`src/rtl/dspl_arbiter.sv`:
```
// Three-requester, fixed-priority owner arbiter for an 8-digit display, with hold time and per-owner blink.
// One-cycle registered latency from req/data to grant/d; no backpressure, and lower requesters wait for release.
module dspl_arbiter #(
  parameter int HOLD_CYCLES  = 100_000_000,
  parameter int BLINK_CYCLES = 50_000_000
) (
  input  logic        clock,
  input  logic        reset,
  input  logic [2:0]  req,
  input  logic [47:0] data0,
  input  logic [47:0] data1,
  input  logic [47:0] data2,
  input  logic [2:0]  blink,
  output logic [2:0]  grant,
  output logic [5:0]  d1,
  output logic [5:0]  d2,
  output logic [5:0]  d3,
  output logic [5:0]  d4,
  output logic [5:0]  d5,
  output logic [5:0]  d6,
  output logic [5:0]  d7,
  output logic [5:0]  d8
);

  localparam int HW = $clog2(HOLD_CYCLES + 1);
  localparam int BW = (BLINK_CYCLES > 1) ? $clog2(BLINK_CYCLES) : 1;
  localparam logic [HW-1:0] HOLD_MAX  = HW'(HOLD_CYCLES);
  localparam logic [BW-1:0] PHASE_MAX = BW'(BLINK_CYCLES - 1);

  typedef enum logic {IDLE, OWN} state_t;

  state_t         state;
  logic [2:0]     grant_q;
  logic [HW-1:0]  hold_cnt;
  logic [BW-1:0]  phase;
  logic           blink_on;
  logic           blink_en;
  logic [47:0]    payload;
  logic [47:0]    d_q;

  logic [2:0]     above;
  logic [2:0]     higher;
  logic           owner_req;
  logic           hold_done;
  logic [2:0]     grant_nxt;
  logic           load;
  logic           live;
  state_t         state_nxt;
  logic [HW-1:0]  hold_nxt;
  logic [BW-1:0]  phase_nxt;
  logic           on_nxt;
  logic           blink_en_nxt;
  logic [47:0]    payload_nxt;

  function automatic logic [2:0] pick(input logic [2:0] r);
    if (r[2]) return 3'b100;
    if (r[1]) return 3'b010;
    if (r[0]) return 3'b001;
    return 3'b000;
  endfunction

  function automatic logic [47:0] sel_data(input logic [2:0] g, input logic [47:0] a,
                                           input logic [47:0] b, input logic [47:0] c);
    return ({48{g[0]}} & a) | ({48{g[1]}} & b) | ({48{g[2]}} & c);
  endfunction

  // Blink "off" blanks every digit by clearing its enable bit; value and dot pass through.
  function automatic logic [47:0] apply_blink(input logic [47:0] p, input logic on);
    logic [47:0] r;
    r = p;
    for (int k = 0; k < 8; k++) r[6*k+5] = p[6*k+5] & on;
    return r;
  endfunction

  // Bits strictly above the current one-hot owner.
  assign above     = {grant_q[1] | grant_q[0], grant_q[0], 1'b0};
  assign higher    = req & above;
  assign owner_req = |(req & grant_q);
  assign hold_done = (hold_cnt == HOLD_MAX);

  always_comb begin
    grant_nxt = grant_q;
    load      = 1'b0;
    live      = 1'b0;
    unique case (state)
      IDLE: begin
        if (|req) begin
          grant_nxt = pick(req);
          load      = 1'b1;
        end
      end
      OWN: begin
        if (|higher) begin
          grant_nxt = pick(higher);
          load      = 1'b1;
        end else if (owner_req) begin
          live = 1'b1;
        end else if (hold_done) begin
          // Owner bit is clear and nothing is above it, so only lower requesters remain.
          grant_nxt = pick(req);
          load      = |req;
        end
      end
      default: grant_nxt = 3'b000;
    endcase
  end

  assign state_nxt = (|grant_nxt) ? OWN : IDLE;

  always_comb begin
    hold_nxt     = hold_cnt;
    phase_nxt    = phase;
    on_nxt       = blink_on;
    blink_en_nxt = blink_en;
    payload_nxt  = payload;
    if (load) begin
      hold_nxt     = '0;
      phase_nxt    = '0;
      on_nxt       = 1'b1;
      blink_en_nxt = |(blink & grant_nxt);
      payload_nxt  = sel_data(grant_nxt, data0, data1, data2);
    end else if (state_nxt == OWN) begin
      if (!hold_done) hold_nxt = hold_cnt + 1'b1;
      if (blink_en) begin
        if (phase == PHASE_MAX) begin
          phase_nxt = '0;
          on_nxt    = ~blink_on;
        end else begin
          phase_nxt = phase + 1'b1;
        end
      end
      if (live) payload_nxt = sel_data(grant_q, data0, data1, data2);
    end else begin
      hold_nxt     = '0;
      phase_nxt    = '0;
      on_nxt       = 1'b1;
      blink_en_nxt = 1'b0;
      payload_nxt  = '0;
    end
  end

  always_ff @(posedge clock) begin
    if (reset) begin
      state    <= IDLE;
      grant_q  <= 3'b000;
      hold_cnt <= '0;
      phase    <= '0;
      blink_on <= 1'b1;
      blink_en <= 1'b0;
      payload  <= '0;
      d_q      <= '0;
    end else begin
      state    <= state_nxt;
      grant_q  <= grant_nxt;
      hold_cnt <= hold_nxt;
      phase    <= phase_nxt;
      blink_on <= on_nxt;
      blink_en <= blink_en_nxt;
      payload  <= payload_nxt;
      d_q      <= (state_nxt == OWN) ? apply_blink(payload_nxt, on_nxt) : 48'd0;
    end
  end

  assign grant = grant_q;
  assign d1 = d_q[5:0];
  assign d2 = d_q[11:6];
  assign d3 = d_q[17:12];
  assign d4 = d_q[23:18];
  assign d5 = d_q[29:24];
  assign d6 = d_q[35:30];
  assign d7 = d_q[41:36];
  assign d8 = d_q[47:42];

  grant_onehot: assert property (@(posedge clock) $onehot0(grant_q));

endmodule

```
`config.mk`:
```
export PLATFORM = sky130hd
export DESIGN_NAME = dspl_arbiter
export DESIGN_NICKNAME = d
export VERILOG_FILES = /design/src/rtl/dspl_arbiter.sv
export SDC_FILE = /design/constraint.sdc
export NUM_CORES = 1
export LEC_CHECK = 0
export CORE_AREA = 5 5 138 127
export CTS_CLUSTER_SIZE = 24
export DETAILED_ROUTE_END_ITERATION = 6
export DIE_AREA = 0 0 143 132
export PLACE_DENSITY = 0.88
export SYNTH_ARGS = -nofsm -noshare
export SYNTH_HDL_FRONTEND = slang
export SYNTH_SLANG_ARGS = --single-unit
```
`constraint.sdc`:
```
create_clock -name clock -period 4.7 [get_ports clock]
set_input_delay 1.41 -clock clock [delete_from_list [all_inputs] [get_ports clock]]
set_output_delay 1.41 -clock clock [all_outputs]
set_load 0.05 [all_outputs]
```
# After elaboration in Yosys (flattened, before gate mapping)
# Index checks and enable logic that the tools add are counted.
totals:
  regBits: 155
  inputBits: 152
  out_inout_bits: 51
op_classes:
  n_addsub: 2
  n_eq_ne: 3
  n_mux: 78
  n_bitwise: 25
  reduce_logical: 7
op_table:
  columns: ["operator", "n"]
  rows:
  - ["$and 48x48->48", 6]
  - ["$or 48x48->48", 4]
  - ["$mux 48", 3]
  - ["$mux 3", 19]
  - ["$mux 1", 53]
  - ["$add 27x1->27 const B", 1]
  - ["$eq 27x27->1 const B", 1]
  - ["$add 26x1->26 const B", 1]
  - ["$eq 26x26->1 const B", 1]
  - ["$mux 26", 1]
  - ["$reduce_or 3->1", 6]
  - ["$and 3x3->3", 3]
  - ["$and 1x1->1", 8]
  - ["$pmux 3 s2", 1]
  - ["$not 1->1", 3]
  - ["$ne 2x2->1 const B", 1]
  - ["$pmux 1 s2", 1]
  - ["$reduce_or 2->1", 1]
  - ["$or 1x1->1", 1]

# Depth between registers and ports, before layout
# Gate-level depths: netlist of the first run.
logic_depth:
  word_depth: 28
  mapped_depth: 11

# Worst setup path after synthesis of the first run
# No wires, ideal clock.
synth_path:
  kind: "input port to flip-flop"
  startpoint: "in req[0]"
  endpoint: "reg payload[27]"
  setup_ns: 0.135
  arrival_time_ns: 3.592
  slack_ns: 0.973
  path_stages: 10
  path_buffers: 4
  path_cell_list: "buf_2 > a222oi_1 > o211ai_1 > or4_1 > o311a_1 > buf_2 > o311ai_4 > buf_6 > buf_4 > o2111ai_1"
synth_between:
  elab_chain_len: 18
  elab_cells_between_ends: 55
  classes_between: "44 x mux; 7 x bitwise; 4 x reduce/logical"
synth_rtl:
  columns: ["element", "line_no", "text"]
  rows:
  - ["start: declaration", "9", "input logic [2:0] req,"]
  - ["$mux 1 (2 in a row)", "58", "if (r[0]) return 3'b001;"]
  - ["$mux 1", "57", "if (r[1]) return 3'b010;"]
  - ["$mux 1", "98", "end else if (hold_done) begin"]
  - ["$mux 1", "96", "end else if (owner_req) begin"]
  - ["$mux 1", "93", "if (|higher) begin"]
  - ["$mux 1", "85", "unique case (state)"]
  - ["$mux 3", "59", "return 3'b000;"]
  - ["$mux 3", "58", null]
  - ["$mux 3", "57", null]
  - ["$mux 3", "98", null]
  - ["$mux 3", "96", null]
  - ["$mux 3", "93", null]
  - ["$pmux 3 s2", "85", null]
  - ["$reduce_or 3->1 / $and 48x48->48 (equally long branches)", "108, 64", null]
  - ["$mux 1 / $or 48x48->48 (equally long branches)", "108, 64", null]
  - ["$mux 48 / $or 48x48->48 (equally long branches)", "122, 64", null]
  - ["$mux 48 *", "116", "if (load) begin"]
  - ["end signal: assignment", "159", "payload <= payload_nxt;"]
  - ["end: declaration", "38", "logic [47:0] payload;"]
# Every way passes the cells marked *; elsewhere a longest branch is shown, timed or not. The select of a mux whose other input is x is not followed.
# A chain may end at the register's enable or synchronous reset.

# Final worst setup path of the first run
layout_path:
  startpoint: "in req[0]"
  endpoint: "reg payload[45]"
# The elaborated chain is that of the path after synthesis.

==> reports/summary.txt, run 1 <==
Post-place instance area: 9752 um^2
Number of flops mapped to enable cells by yosys: 0
Insertion delay of the later-clocked pin in the worst-skew pair: 0.42 ns
Leading post-synthesis cells by cell area: sky130_fd_sc_hd__dfxtp_1 41%, sky130_fd_sc_hd__nand3_1 9.3%, sky130_fd_sc_hd__o2111ai_1 9.3%
Last weighted congestion value of the routability-driven placer: 0.9164
Synth Instances: 890
Required arrival time at the worst endpoint: 4.98 ns
Grt ovf: 0
Number of CTS-inserted buffers: 17
Post-CTS clock slew at the launch and capture registers of the worst setup and hold paths: 0.06 ns
HPWL after detailed placement: 16320 um
Top post-synthesis cells by count: 155 x sky130_fd_sc_hd__dfxtp_1, 142 x sky130_fd_sc_hd__nand3_1, 81 x sky130_fd_sc_hd__o2111ai_1, 71 x sky130_fd_sc_hd__nand2_1, 70 x sky130_fd_sc_hd__nor2_1
Cell accounting for the most synthesized area: sky130_fd_sc_hd__dfxtp_1
Final hold violation count: 0
YS warnings: 0
Synth Flop Type: sky130_fd_sc_hd__dfxtp_1
Worst setup EP type: flip-flop
Floorplan die height: 132 um
Peak ir drop on the vdd network: 0.0002912 V
Clock root buffer: sky130_fd_sc_hd__clkbuf_16
Number of maximum-capacitance constraint violations: 0
Max Buffers Root-to-Sink: 2
Tcrit/Tclk final: 0.8630
Areal power density over the cells: 407.2 nW/um^2
Vias in the first global route: 7810
Post-synthesis sequential element count: 155
Nets@finish: 1208
Post-CTS repair timing setup buffer count: 0
Total routing resource utilization after global routing: 0.2487
Die width: 143 um
Avg WL per Cell: 18.94 um
Run status: complete, no violations
Initial DRC Count: 1087
Number of pins exceeding their max-slew limit in the final report: 0
Utilization of the core after routing: 0.6502
Per-instance average area after synthesis: 8.605 um^2
ANT nets after route: 0
Maximum number of pins on one net before global-route repair: 120
Final setup violating endpoints: 0
Post-CTS sizing: 0
Setup CP Type: primary input to flip-flop
H-tree levels: 4
HP Start: phase[1]
Number of top-level design ports: 203
Area share of the leading cell type in the synthesized netlist: 0.4052
Overall die area: 18880 um^2
Detailed-routing iteration count for the pre-antenna-repair pass: 7
Number of nets produced by synthesis: 1045
Transition time at the pin with the least slew margin: 0.9175 ns
Top-count cell post-synth: sky130_fd_sc_hd__dfxtp_1
Type of the worst min-delay path: flip-flop to flip-flop
Post-layout power: 4.212 mW
Hold-fix buffers at CTS: 0
Effective utilization at floorplan: 0.4814
DR vias/cell: 6.370
Share of synthesized registers carrying an async set or reset: 0
Core Footprint: 15910 um^2
Netlist cell types: 55
Shortest period the worst path allows: 4.056 ns
Final Routed Wirelength: 24110 um
Setup repair after global routing missed its margin: no
Leakage component of the power: 3.461 nW
Fin area: 10340 um^2
Fmax: 0.2465 GHz
Critical path launch point: req[0]
Via total after detailed routing: 8109
Largest fanout of any net on the critical path: 119
First-pass GRT wire length: 38410 um
Cell row count: 44
Fraction of layout instances using a drive strength above 1: 0.05910
Count of inserted antenna diode cells: 0
Worst-case clock skew: 0.01124 ns
Register area share after synthesis: 0.4052
Clock tree from TritonCTS: done
DR DRC count: 0
Crit path DAT: 4.34 ns
Combined area of all synthesized cells: 7659 um^2
Number of antenna violations at the first check in global routing: 0
Sink count of the clock tree: 155
Startpoint types: primary input
Worst max-slew margin expressed relative to the limit: 0.3827
Count of input and output buffers: 202
Total negative slack for setup checks: 0 ns
Start of the worst register-to-register path: grant[2]
Layout area overhead: 35.08%
[power breakdown]
| part | leakage (nW) | switching (mW) | internal, mW |
|---|---|---|---|
| Combinational | 1.90 | 0.794 | 0.472 |
| Clock | 0.288 | 0.547 | 0.849 |
| Sequential | 1.27 | 0.0717 | 1.48 |
| Total | 3.46 | 1.41 | 2.80 |
[registers in the layout, summed over array words and instances, names as in the netlist]
signal	cells
blink_on	1
phase	26
payload	48
d_q	48
state	1
grant	3
hold_cnt	27
blink_en	1
[cell type report]
| cell class | count | area (um^2) |
|---|---|---|
| Fill cell | 1303 | 5565 |
| Multi-Input combinational cell | 636 | 4110 |
| Sequential cell | 155 | 3107 |
| Timing Repair Buffer | 222 | 2197 |
| Clock buffer | 21 | 450.4 |
| Tap cell | 207 | 259.0 |
| Clock inverter | 11 | 142.6 |
| Inverter | 21 | 78.83 |
[critical path: stages]
cell,delay [ns]
sky130_fd_sc_hd__clkdlybuf4s50_1,0.58
sky130_fd_sc_hd__a222oi_1,0.41
sky130_fd_sc_hd__buf_4,0.21
sky130_fd_sc_hd__o211ai_1,0.09
sky130_fd_sc_hd__or4_1,0.45
sky130_fd_sc_hd__o311a_2,0.19
sky130_fd_sc_hd__o311ai_4,0.26
sky130_fd_sc_hd__buf_12,0.41
sky130_fd_sc_hd__o2111ai_1,0.21
[layer usage]
metal	GRT usage	vias to the layer above	share of wire	wire [um]
met4	0.1135	0	0.035	840
met1	0.3250	3743	0.39	9461
met5	0	-	0	0
met3	0.06783	67	0.12	2780
met2	0.3820	506	0.46	11020
li1	-	3793	-	-
[placed cells by master (no fill, tap or decap), types with 3 or more instances in the layout]
cell type,count
sky130_fd_sc_hd__clkdlybuf4s50_1,202
sky130_fd_sc_hd__dfxtp_1,152
sky130_fd_sc_hd__nand3_1,142
sky130_fd_sc_hd__o2111ai_1,81
sky130_fd_sc_hd__nand2_1,71
sky130_fd_sc_hd__nor2_1,70
sky130_fd_sc_hd__a222oi_1,49
sky130_fd_sc_hd__o21ai_0,43
sky130_fd_sc_hd__xor2_1,27
sky130_fd_sc_hd__xnor2_1,22
sky130_fd_sc_hd__inv_1,21
sky130_fd_sc_hd__buf_4,18
sky130_fd_sc_hd__clkbuf_16,17
sky130_fd_sc_hd__a211oi_1,16
sky130_fd_sc_hd__nand4_1,15
sky130_fd_sc_hd__nor3_1,12
sky130_fd_sc_hd__and3_1,8
sky130_fd_sc_hd__nor4_1,8
sky130_fd_sc_hd__a221oi_1,8
sky130_fd_sc_hd__a22o_1,8
sky130_fd_sc_hd__and4_1,6
sky130_fd_sc_hd__a21oi_1,4
sky130_fd_sc_hd__clkinv_2,4
sky130_fd_sc_hd__nor4bb_1,3
sky130_fd_sc_hd__nor4b_1,3
sky130_fd_sc_hd__o211ai_1,3
sky130_fd_sc_hd__ha_1,3
sky130_fd_sc_hd__bufinv_16,3
sky130_fd_sc_hd__clkbuf_1,3
sky130_fd_sc_hd__dfxtp_2,3
[stage by stage]
step	setup slack (ns)	instances	hold WS [ns]
floorplan	0.9734	890	0.4569
global placement	0.4798	1241	0.4716
CTS	0.7501	1273	0.4930
global route	0.5542	1273	0.5055
finish	0.6437	1273	0.4951
detailed placement	0.3119	1241	0.4845
[path summary, 6_finish.rpt]
check / cells after the start / slack, ns / end
worst min register to register: 2 / 0.50 / phase[1]
worst max-delay path: 9 / 0.64 / payload[45]
worst min-delay path: 2 / 0.50 / phase[1]
worst max register to register: 10 / 1.24 / payload[45]
[kinds of logic (layout without fill, tap and decap cells)]
kind of cell             count (synthesis)  in the layout  synth area share
adder cells (fa/ha/maj)                  3              3          0.004902
AO/OA/AOI/OAI                          231            231            0.2500
XOR/XNOR                                49             49           0.05604
AND/OR/NAND/NOR                        352            352            0.2224
buffers and inverters                   99            275           0.06029
flip-flops                             155            155            0.4052
multiplexers                             1              1          0.001307
Note: power is estimated with default switching activity, not from simulation.
==> run 2, diff against run 1 <==
==> config.mk (replaced) <==
export PLATFORM = sky130hd
export DESIGN_NAME = dspl_arbiter
export DESIGN_NICKNAME = d
export VERILOG_FILES = /design/src/rtl/dspl_arbiter.sv
export SDC_FILE = /design/constraint.sdc
export NUM_CORES = 1
export LEC_CHECK = 0
export CORE_AREA = 5 5 132 134
export CTS_CLUSTER_SIZE = 24
export DETAILED_ROUTE_END_ITERATION = 6
export DIE_AREA = 0 0 137 139
export PLACE_DENSITY = 0.87
export SYNTH_ARGS = -nofsm -noshare
export SYNTH_HDL_FRONTEND = slang
export SYNTH_SLANG_ARGS = --single-unit
==> reports/summary.txt, run 2 (synthesis gave the netlist of run 1 again) <==
Crit path DAT: 4.32 ns (-0.02 ns)
Max Buffers Root-to-Sink: 2 (unchanged)
Tcrit/Tclk final: 0.8618 (-0.001191)
Areal power density over the cells: 413.3 nW/um^2 (+1.5%)
Area of the multi-input gates: 4110 um^2 (unchanged)
Worst-case clock skew: 0.01101 ns (-0.0002264 ns)
Insertion delay of the later-clocked pin in the worst-skew pair: 0.43 ns (about the same)
Transition time at the pin with the least slew margin: 1.098 ns (+0.1808 ns)
Largest fanout of any net on the critical path: 15 (-87%)
ANT nets after route: 0 (unchanged)
FF-to-FF setup slack: 1.29 ns (+0.05 ns)
Effective utilization at floorplan: 0.4736 (-0.007784)
DR DRC count: 7 (+7)
Fraction of layout instances using a drive strength above 1: 0.06455 (+0.005447)
Cell row count: 47 (+6.8%)
Most common cell after layout, fill and taps aside: sky130_fd_sc_hd__clkdlybuf4s50_1
Post-CTS repair timing setup buffer count: 0 (unchanged)
Number of pins exceeding their max-slew limit in the final report: 0 (unchanged)
Number of cells on the worst hold path: 2 (unchanged)
Final Routed Wirelength: 24980 um (+3.6%)
Count of inserted antenna diode cells: 0 (unchanged)
CP bufs+invs: 2 (-1)
First-pass GRT wire length: 40110 um (+4.4%)
Switching Share: 0.3338 (-0.001492)
Utilization of the core after routing: 0.6484 (-0.001848)
Most used cells in the layout excluding fill and tap cells: 202 x sky130_fd_sc_hd__clkdlybuf4s50_1, 152 x sky130_fd_sc_hd__dfxtp_1, 142 x sky130_fd_sc_hd__nand3_1
Startpoint types: primary input
Final hold violation count: 0 (unchanged)
Power share of the sequential group: 0.359 (-0.009)
Die width: 137 um (-4.2%)
Hold-fix buffers at CTS: 0 (unchanged)
Type of the worst min-delay path: flip-flop to flip-flop
Sink count of the clock tree: 155 (unchanged)
Slowest stage delay, CP: 0.90 ns (+0.32 ns)
Last weighted congestion value of the routability-driven placer: 0.8973 (-2.1%)
Final setup violating endpoints: 0 (unchanged)
Number of CTS-inserted buffers: 17 (unchanged)
Post-CTS sizing: 0 (unchanged)
Avg WL per Cell: 19.38 um (+2.3%)
Failing checks: design-rule violations
Floorplan die height: 139 um (+5.3%)
Sequential standard cell area: 3107 um^2 (unchanged)
Crit Reg-Reg Endpoint: payload[38]
Net Switching: 1.447 mW (+2.4%)
Cell-internal power: 2.887 mW (+3.1%)
Fmax: 0.2469 GHz (+0.14%)
Family with the most delay on the worst path: compound AO/OA/AOI/OAI gates
H-tree levels: 4 (unchanged)
Clock tree from TritonCTS: done
Layout area overhead: 36.91%
Number of fill cells in the layout: 1265 (-2.9%)
Clock root buffer: sky130_fd_sc_hd__clkbuf_16
Worst max-slew margin expressed relative to the limit: 0.2666 (-0.1161)
Core Footprint: 16170 um^2 (+1.6%)
Maximum number of pins on one net before global-route repair: 89 (-26%)
Start of the worst register-to-register path: hold_cnt[0]
Count of input and output buffers: 202 (unchanged)
Required arrival time at the worst endpoint: 4.97 ns (about the same)
Worst setup EP type: flip-flop
HPWL after detailed placement: 17130 um (+5.0%)
Shortest period the worst path allows: 4.051 ns (-0.005597 ns)
Highest-delay cell along the critical path: sky130_fd_sc_hd__o311ai_2
Initial DRC Count: 938 (-14%)
Grt ovf: 0 (unchanged)
Detailed-routing iteration count for the pre-antenna-repair pass: 7 (unchanged)
Leakage component of the power: 3.512 nW (+1.5%)
Cells along the critical path: clkdlybuf4s50_1 -> a222oi_1 -> buf_4 -> o211ai_1 -> or4_1 -> o311a_2 -> o311ai_2 -> nor2_1
Share of power burned in combinational logic: 0.297 (-0.004)
Setup CP Type: primary input to flip-flop
Clk network pwr share: 0.344 (+0.013)
Number of maximum-capacitance constraint violations: 0 (unchanged)
Number of top-level design ports: 203 (unchanged)
Run status: complete, but fails checks
Via total after detailed routing: 8271 (+2.0%)
Setup repair after global routing missed its margin: no
Worst hold endpoint: phase[1]
Peak ir drop on the vdd network: 0.0003037 V (+4.3%)
Total negative slack for setup checks: 0 ns (unchanged)
Overall die area: 19040 um^2 (+0.88%)
HP Start: phase[1]
Total routing resource utilization after global routing: 0.2608 (+0.01210)
Post-CTS clock slew at the launch and capture registers of the worst setup and hold paths: 0.06 ns (about the same)
Vias in the first global route: 8145 (+4.3%)
Depth of the worst register-to-register path: 9 (-1)
Number of antenna violations at the first check in global routing: 1 (+1)
Post-layout power: 4.334 mW (+2.9%)
Nets@finish: 1211 (+0.25%)
DR vias/cell: 6.417 (+0.73%)
Biggest regs: d_q x48, payload x48, hold_cnt x27
==> run 2: cell types whose count changed in the layout (fill, tap and decap cells not counted), sizes merged <==
cell and delta:
buf +3, bufinv +1, clkinv +1, clkinvlp +1, inv -1, clkbuf -2
==> run 2: area by class of cell <==
| type | count | share of cell area |
|---|---|---|
| Multi-Input combinational cell | 636 | 0.3920 |
| Sequential cell | 155 | 0.2963 |
| Inverter | 21 | 0.007518 |
| Clock inverter | 13 | 0.01826 |
| Clock buffer | 19 | 0.04320 |
| Tap cell | 220 | 0.02625 |
| Timing Repair Buffer | 225 | 0.2165 |
==> run 2: power by group through the flow <==
stage	logic, mW	registers (mW)	clock network, mW
finish	1.29	1.55	1.49
global placement	1.25	1.58	0
global route	1.37	1.57	1.57
CTS	1.28	1.55	1.50
floorplan	0.534	1.83	0
detailed placement	1.27	1.58	0
==> run 2: worst reg2reg max path, stage by stage (launching register included) <==
cell,delay [ns]
sky130_fd_sc_hd__dfxtp_1,0.33
sky130_fd_sc_hd__inv_1,0.10
sky130_fd_sc_hd__ha_1,0.19
sky130_fd_sc_hd__nor4bb_1,0.39
sky130_fd_sc_hd__nand4_1,0.25
sky130_fd_sc_hd__nor2_1,0.53
sky130_fd_sc_hd__o211a_2,0.67
sky130_fd_sc_hd__buf_4,0.49
sky130_fd_sc_hd__nand3_1,0.21
sky130_fd_sc_hd__o2111ai_1,0.16
==> run 2: worst max-delay path by stage <==
| stage | slack (ns) | cells past startpoint | end | from |
|---|---|---|---|---|
| finish | 0.65 | 8 | phase[17] | req[1] |
| global placement | 0.33 | 8 | phase[14] | req[0] |
| floorplan | 0.97 | 10 | payload[27] | req[0] |
| CTS | 0.62 | 8 | phase[17] | req[1] |
| global route | 0.42 | 8 | phase[17] | req[0] |
| detailed placement | 0.22 | 8 | phase[0] | req[1] |
==> run 2: per-layer routing <==
metal	vias to the layer above	track usage	wire, um
li1	3805	-	-
met1	3893	0.2988	9088
met2	495	0.4296	12100
met3	76	0.08745	2753
met4	2	0.1318	1024
met5	-	0	8
==> run 2: stage by stage <==
| stage | std cells | hold slack, ns | area [um^2] | setup slack [ns] |
|---|---|---|---|---|
| 2_1_floorplan | 890 | 0.4569 | 7659 | 0.9734 |
| 3_3_place_gp | 1257 | 0.4699 | 9841 | 0.3340 |
| 3_5_place_dp | 1257 | 0.4833 | 9841 | 0.2170 |
| 4_1_cts | 1289 | 0.4924 | 10490 | 0.6191 |
| 5_1_grt | 1289 | 0.5176 | 10490 | 0.4157 |
| 6_report | 1289 | 0.4908 | 10490 | 0.6493 |
